`src/rtl/pipe_countup_dp.sv`:
```
// pipe_countup_dp
//   Four-stage pipelined count-up datapath. Each token issued by stage 0
//   carries a sampled step value through operand latch (S1), add (S2) and
//   write-back (S3) into an accumulator. It sits downstream of a sequencing
//   FSM whose 4-bit state drives en[3:0] one-to-one.
//
// Parameters
//   W   accumulator / count width
//   SW  step input width (SW <= W)
//
// Ports
//   CLK     in   clock, all state on rising edge
//   RSTN    in   asynchronous active-low reset
//   en      in   per-stage enables, en[i] advances stage i
//   step    in   increment value, sampled when stage 0 issues
//   clr     in   synchronous clear, priority over en
//   count   out  accumulator value
//   ovf     out  sticky overflow flag
//   wb      out  registered write-back pulse
//   issued  out  wrapping count of issued tokens
//   busy    out  OR of all stage valids
module pipe_countup_dp #(
  parameter int W  = 16,
  parameter int SW = 8
) (
  input  logic          CLK,
  input  logic          RSTN,
  input  logic [3:0]    en,
  input  logic [SW-1:0] step,
  input  logic          clr,
  output logic [W-1:0]  count,
  output logic          ovf,
  output logic          wb,
  output logic [7:0]    issued,
  output logic          busy
);

  logic          s0V_q, s0V_d;
  logic [SW-1:0] s0Step_q, s0Step_d;
  logic          s1V_q, s1V_d;
  logic [SW-1:0] s1Step_q, s1Step_d;
  logic          s2V_q, s2V_d;
  logic [W-1:0]  s2Sum_q, s2Sum_d;
  logic          s2C_q, s2C_d;
  logic          s3V_q, s3V_d;
  logic [W-1:0]  acc_q, acc_d;
  logic          ovf_q, ovf_d;
  logic          wb_q, wb_d;
  logic [7:0]    issued_q, issued_d;

  logic [W-1:0]  addBase;
  logic [W:0]    addRes;

  // S2 holds the newest not-yet-written sum whenever s2V_q is set, so it is
  // the correct base for the next add; otherwise the accumulator is current.
  assign addBase = s2V_q ? s2Sum_q : acc_q;
  assign addRes  = {1'b0, addBase} + {{(W + 1 - SW){1'b0}}, s1Step_q};

  // Next-state logic for every stage. A stage whose enable is low is
  // invalidated when the stage after it advances (so the token is not
  // consumed twice), otherwise it simply holds.
  always_comb begin
    s0V_d    = s0V_q;
    s0Step_d = s0Step_q;
    s1V_d    = s1V_q;
    s1Step_d = s1Step_q;
    s2V_d    = s2V_q;
    s2Sum_d  = s2Sum_q;
    s2C_d    = s2C_q;
    s3V_d    = s3V_q;
    acc_d    = acc_q;
    ovf_d    = ovf_q;
    wb_d     = 1'b0;
    issued_d = issued_q;

    if (clr) begin
      s0V_d    = 1'b0;
      s0Step_d = '0;
      s1V_d    = 1'b0;
      s1Step_d = '0;
      s2V_d    = 1'b0;
      s2Sum_d  = '0;
      s2C_d    = 1'b0;
      s3V_d    = 1'b0;
      acc_d    = '0;
      ovf_d    = 1'b0;
      issued_d = '0;
    end else begin
      if (en[0]) begin
        s0V_d    = 1'b1;
        s0Step_d = step;
        issued_d = issued_q + 8'd1;
      end else if (en[1]) begin
        s0V_d = 1'b0;
      end

      if (en[1]) begin
        s1V_d    = s0V_q;
        s1Step_d = s0Step_q;
      end else if (en[2]) begin
        s1V_d = 1'b0;
      end

      if (en[2]) begin
        if (s1V_q) begin
          s2V_d   = 1'b1;
          s2Sum_d = addRes[W-1:0];
          s2C_d   = addRes[W];
        end else begin
          s2V_d = 1'b0;
        end
      end else if (en[3]) begin
        s2V_d = 1'b0;
      end

      s3V_d = en[3] & s2V_q;
      if (en[3] && s2V_q) begin
        acc_d = s2Sum_q;
        ovf_d = ovf_q | s2C_q;
        wb_d  = 1'b1;
      end
    end
  end

  // State registers.
  always_ff @(posedge CLK or negedge RSTN) begin
    if (!RSTN) begin
      s0V_q    <= 1'b0;
      s0Step_q <= '0;
      s1V_q    <= 1'b0;
      s1Step_q <= '0;
      s2V_q    <= 1'b0;
      s2Sum_q  <= '0;
      s2C_q    <= 1'b0;
      s3V_q    <= 1'b0;
      acc_q    <= '0;
      ovf_q    <= 1'b0;
      wb_q     <= 1'b0;
      issued_q <= '0;
    end else begin
      s0V_q    <= s0V_d;
      s0Step_q <= s0Step_d;
      s1V_q    <= s1V_d;
      s1Step_q <= s1Step_d;
      s2V_q    <= s2V_d;
      s2Sum_q  <= s2Sum_d;
      s2C_q    <= s2C_d;
      s3V_q    <= s3V_d;
      acc_q    <= acc_d;
      ovf_q    <= ovf_d;
      wb_q     <= wb_d;
      issued_q <= issued_d;
    end
  end

  assign count  = acc_q;
  assign ovf    = ovf_q;
  assign wb     = wb_q;
  assign issued = issued_q;
  assign busy   = s0V_q | s1V_q | s2V_q | s3V_q;

endmodule

```
`config.mk`:
```
export PLATFORM = sky130hd
export DESIGN_NAME = pipe_countup_dp
export DESIGN_NICKNAME = d
export VERILOG_FILES = /design/src/rtl/pipe_countup_dp.sv
export SDC_FILE = /design/constraint.sdc
export NUM_CORES = 1
export LEC_CHECK = 0
export CORE_UTILIZATION = 35
export DETAILED_ROUTE_END_ITERATION = 8
export RECOVER_POWER = 25
export SETUP_SLACK_MARGIN = 0.5
export SKIP_LAST_GASP = 1
export SYNTH_ARGS = -nofsm -noshare
export SYNTH_HDL_FRONTEND = slang
export SYNTH_SLANG_ARGS = --single-unit
```
`constraint.sdc`:
```
create_clock -name CLK -period 3.95 [get_ports CLK]
set_clock_uncertainty 0.05 [all_clocks]
set_input_delay 0.79 -clock CLK [delete_from_list [all_inputs] [get_ports CLK]]
set_output_delay 0.79 -clock CLK [all_outputs]
set_load 0.005 [all_outputs]
```
==> flow_summary_export.csv <==
group,metric,value,unit
die,die_y,96.7,µm
cts,hold_buffers,0,
finish,drive_above_1_share,0.112,
cts,path_clk_slew,70,ps
global_route,antenna_found_initial,0,
cts,cts-root-buf,"clkbuf_8",
outcome,status,"finished with violations",
drt,drcViolationCount,0,
outcome,violations,"capacitance limit, slew limit",
die,placementRows,34,
setup_path,start_kind,"flip-flop",
sta,final-setup-viol-count,0,
global_route,grt_pass1_vias,2367,
drt,wl,7.01,mm
yosys,async_flop_share,1.00,
yosys,avgSynthCellArea,10.8,µm²
sta,rsz0062_at_grt,"no",
power,combPwrFrac,0.063,
finish,antenna_cells,0,
yosys,ys_warn_count,0,
sta,maxSlewViolCount,42,
place,place_worst_setup_slack,948,ps
cts,cts_tree,"built",
power,p_switching,0.296,mW
drt,viasPerCell,5.28,
flow_run,drv_cap,1,
place,gp_congestion,0.803,
sta,tightestPinTransition,2350,ps
die,core_region_area,8720,µm²
cts,post_cts_buffers,0,
min_path,hold_path_class,"reg -> reg",
power,powerDensity,351,nW/µm²
drt,detail-route-antenna-nets,0,
sta,min_period,2990,ps
setup_path,crit_path_end_kind,"primary output",
place,dpl_cell_area,3660,µm²
power,power,1.36,mW
place,dp.cells,433,
global_route,grt_max_degree,42,
setup_path,required,3110,ps
drt,wl_per_cell,15.6,µm
sta,timing.fmax,335,MHz
cts,cts_buffers,9,
die,initial_core_util,0.360,
die,die_w,96.7,µm
power,peakVddDrop,170,µV
cts,cts_resized,0,
place,hpwl,4.93,mm
yosys,synth_area_leaders,"dfrtp_1, mux2i_1, a22o_1, nor2_1, ha_1",
finish,layout_common_cells,"dfrtp_1, clkdlybuf4s50_1, nor2_1",
cts,clk_latency,340,ps
yosys,syn_nets,316,
sta,hold_viol,0,
finish,finalInstanceArea,3880,µm²
die,die_area,9360,µm²
yosys,synth_edf_count,0,
yosys,synth_top_area_frac,0.494,
finish,nets,361,
setup_path,path_max_fanout,23,
die,ios,42,
place,portBuffers,41,
finish,final_cells,448,
power,pwr-share-seq,0.481,
drt,vias,2366,
global_route,grt-ovfl-total,0,
yosys,ys_seq_area_frac,0.494,
cts,cts_buffer_depth,2,
drt,first_pass_iters,7,
cts,h-tree-depth,3,
cts,cts.sinks,62,
setup_path,crit_arrival,2150,ps
global_route,grt_pass1_wl,12.0,mm
global_route,grtUsageTotal,0.161,
setup_path,path_class,"reg -> out",
yosys,ys.flop_type,"dfrtp_1",
sta,min_period_over_period,0.757,
yosys,synth_area,3140,µm²
finish,syn_to_final_growth,23.7,%
sta,tns,0,ps
yosys,synth_cell_types,49,
power,p_leak,1.72,nW
power,p_int,1.07,mW
sta,slew_headroom,-0.565,
power,power_frac_clock,0.456,
finish,final_common_cell,"dfrtp_1",
yosys,yosysTopAreaCell,"dfrtp_1",
sta,fin_ws,961,ps
power,switching_share,0.217,
yosys,postSynthCellCount,291,
drt,detail_route.iter0.violations,105,
yosys,ys_ff_latch,62,
critical path, stage by stage (launching register included):
cell             delay (ps)
dfrtp_1                 520
buf_4                   290
or4_1                   540
clkdlybuf4s50_1         460
path summary, 6_finish.rpt:
kind                       cells after the start     endpoint  startpoint  slack (ps)
min in group asynchronous                      1    issued[4]        RSTN        1110
max reg2reg                                    8  s2Sum_q[14]       s2V_q         990
max                                            3         busy       s2V_q         960
min reg2reg                                    2        s2C_q       s2C_q         450
min                                            2        s2C_q       s2C_q         450
max in group asynchronous                      1        s2C_q        RSTN        1410
per-layer routing:
layer	vias to the layer above	GRT usage	wire [µm]
li1	1165	-	-
met1	1142	0.221	3360
met2	52	0.245	3220
met3	7	0.0571	362
met4	0	0.0390	70
met5	-	0	0
cells by family after synthesis:
group           after synthesis  share of synthesized area
simple gates                 83                      0.127
mux                          32                      0.106
flops                        62                      0.494
xor+xnor                     12                     0.0335
buf+inv                      16                     0.0247
compound gates               76                      0.173
fa+ha+maj                    10                     0.0422
flip-flops by register name, indices dropped and copies added, names as in the netlist:
register  flops
count        16
s2Sum_q      16
issued        8
s0Step_q      8
s1Step_q      8
ovf           1
s0V_q         1
s1V_q         1
s2C_q         1
s2V_q         1
s3V_q         1
Yosys cell counts (3+ instances only):
cell	instances
xor2_1	8
nand3b_1	3
mux2_2	9
or3_1	5
nand2_1	22
clkbuf_1	8
nor2_1	31
nand3_1	5
xnor2_1	4
nand4_1	4
a32o_1	3
a21oi_1	13
dfrtp_1	62
a22o_1	18
mux2i_1	23
ha_1	9
a211oi_1	4
o21ai_0	19
stage by stage:
stage                     utilization  hold WS [ps]
after floorplan                     -           394
after global routing            0.445           498
after detailed placement        0.420           426
after CTS                       0.445           451
final                           0.445           454
after global placement          0.420           438
power groups by stage:
stage          Clock (mW)  Combinational (mW)  Sequential (mW)
2_1_floorplan           0              0.0430            0.664
3_5_place_dp            0              0.0875            0.667
5_1_grt             0.671              0.0961            0.656
6_report            0.622              0.0856            0.656
4_1_cts             0.635              0.0877            0.656
3_3_place_gp            0              0.0861            0.667
final cells by class:
type | instances | area, µm²
fillers | 837 | 4840
flip-flops and latches | 62 | 1550
multi-input cells | 213 | 1510
repair buffers | 48 | 457
clock buffers | 11 | 151
well taps | 108 | 135
clock inverters | 4 | 70.1
inverters | 2 | 7.51
Note: power is estimated with default switching activity, not from simulation.
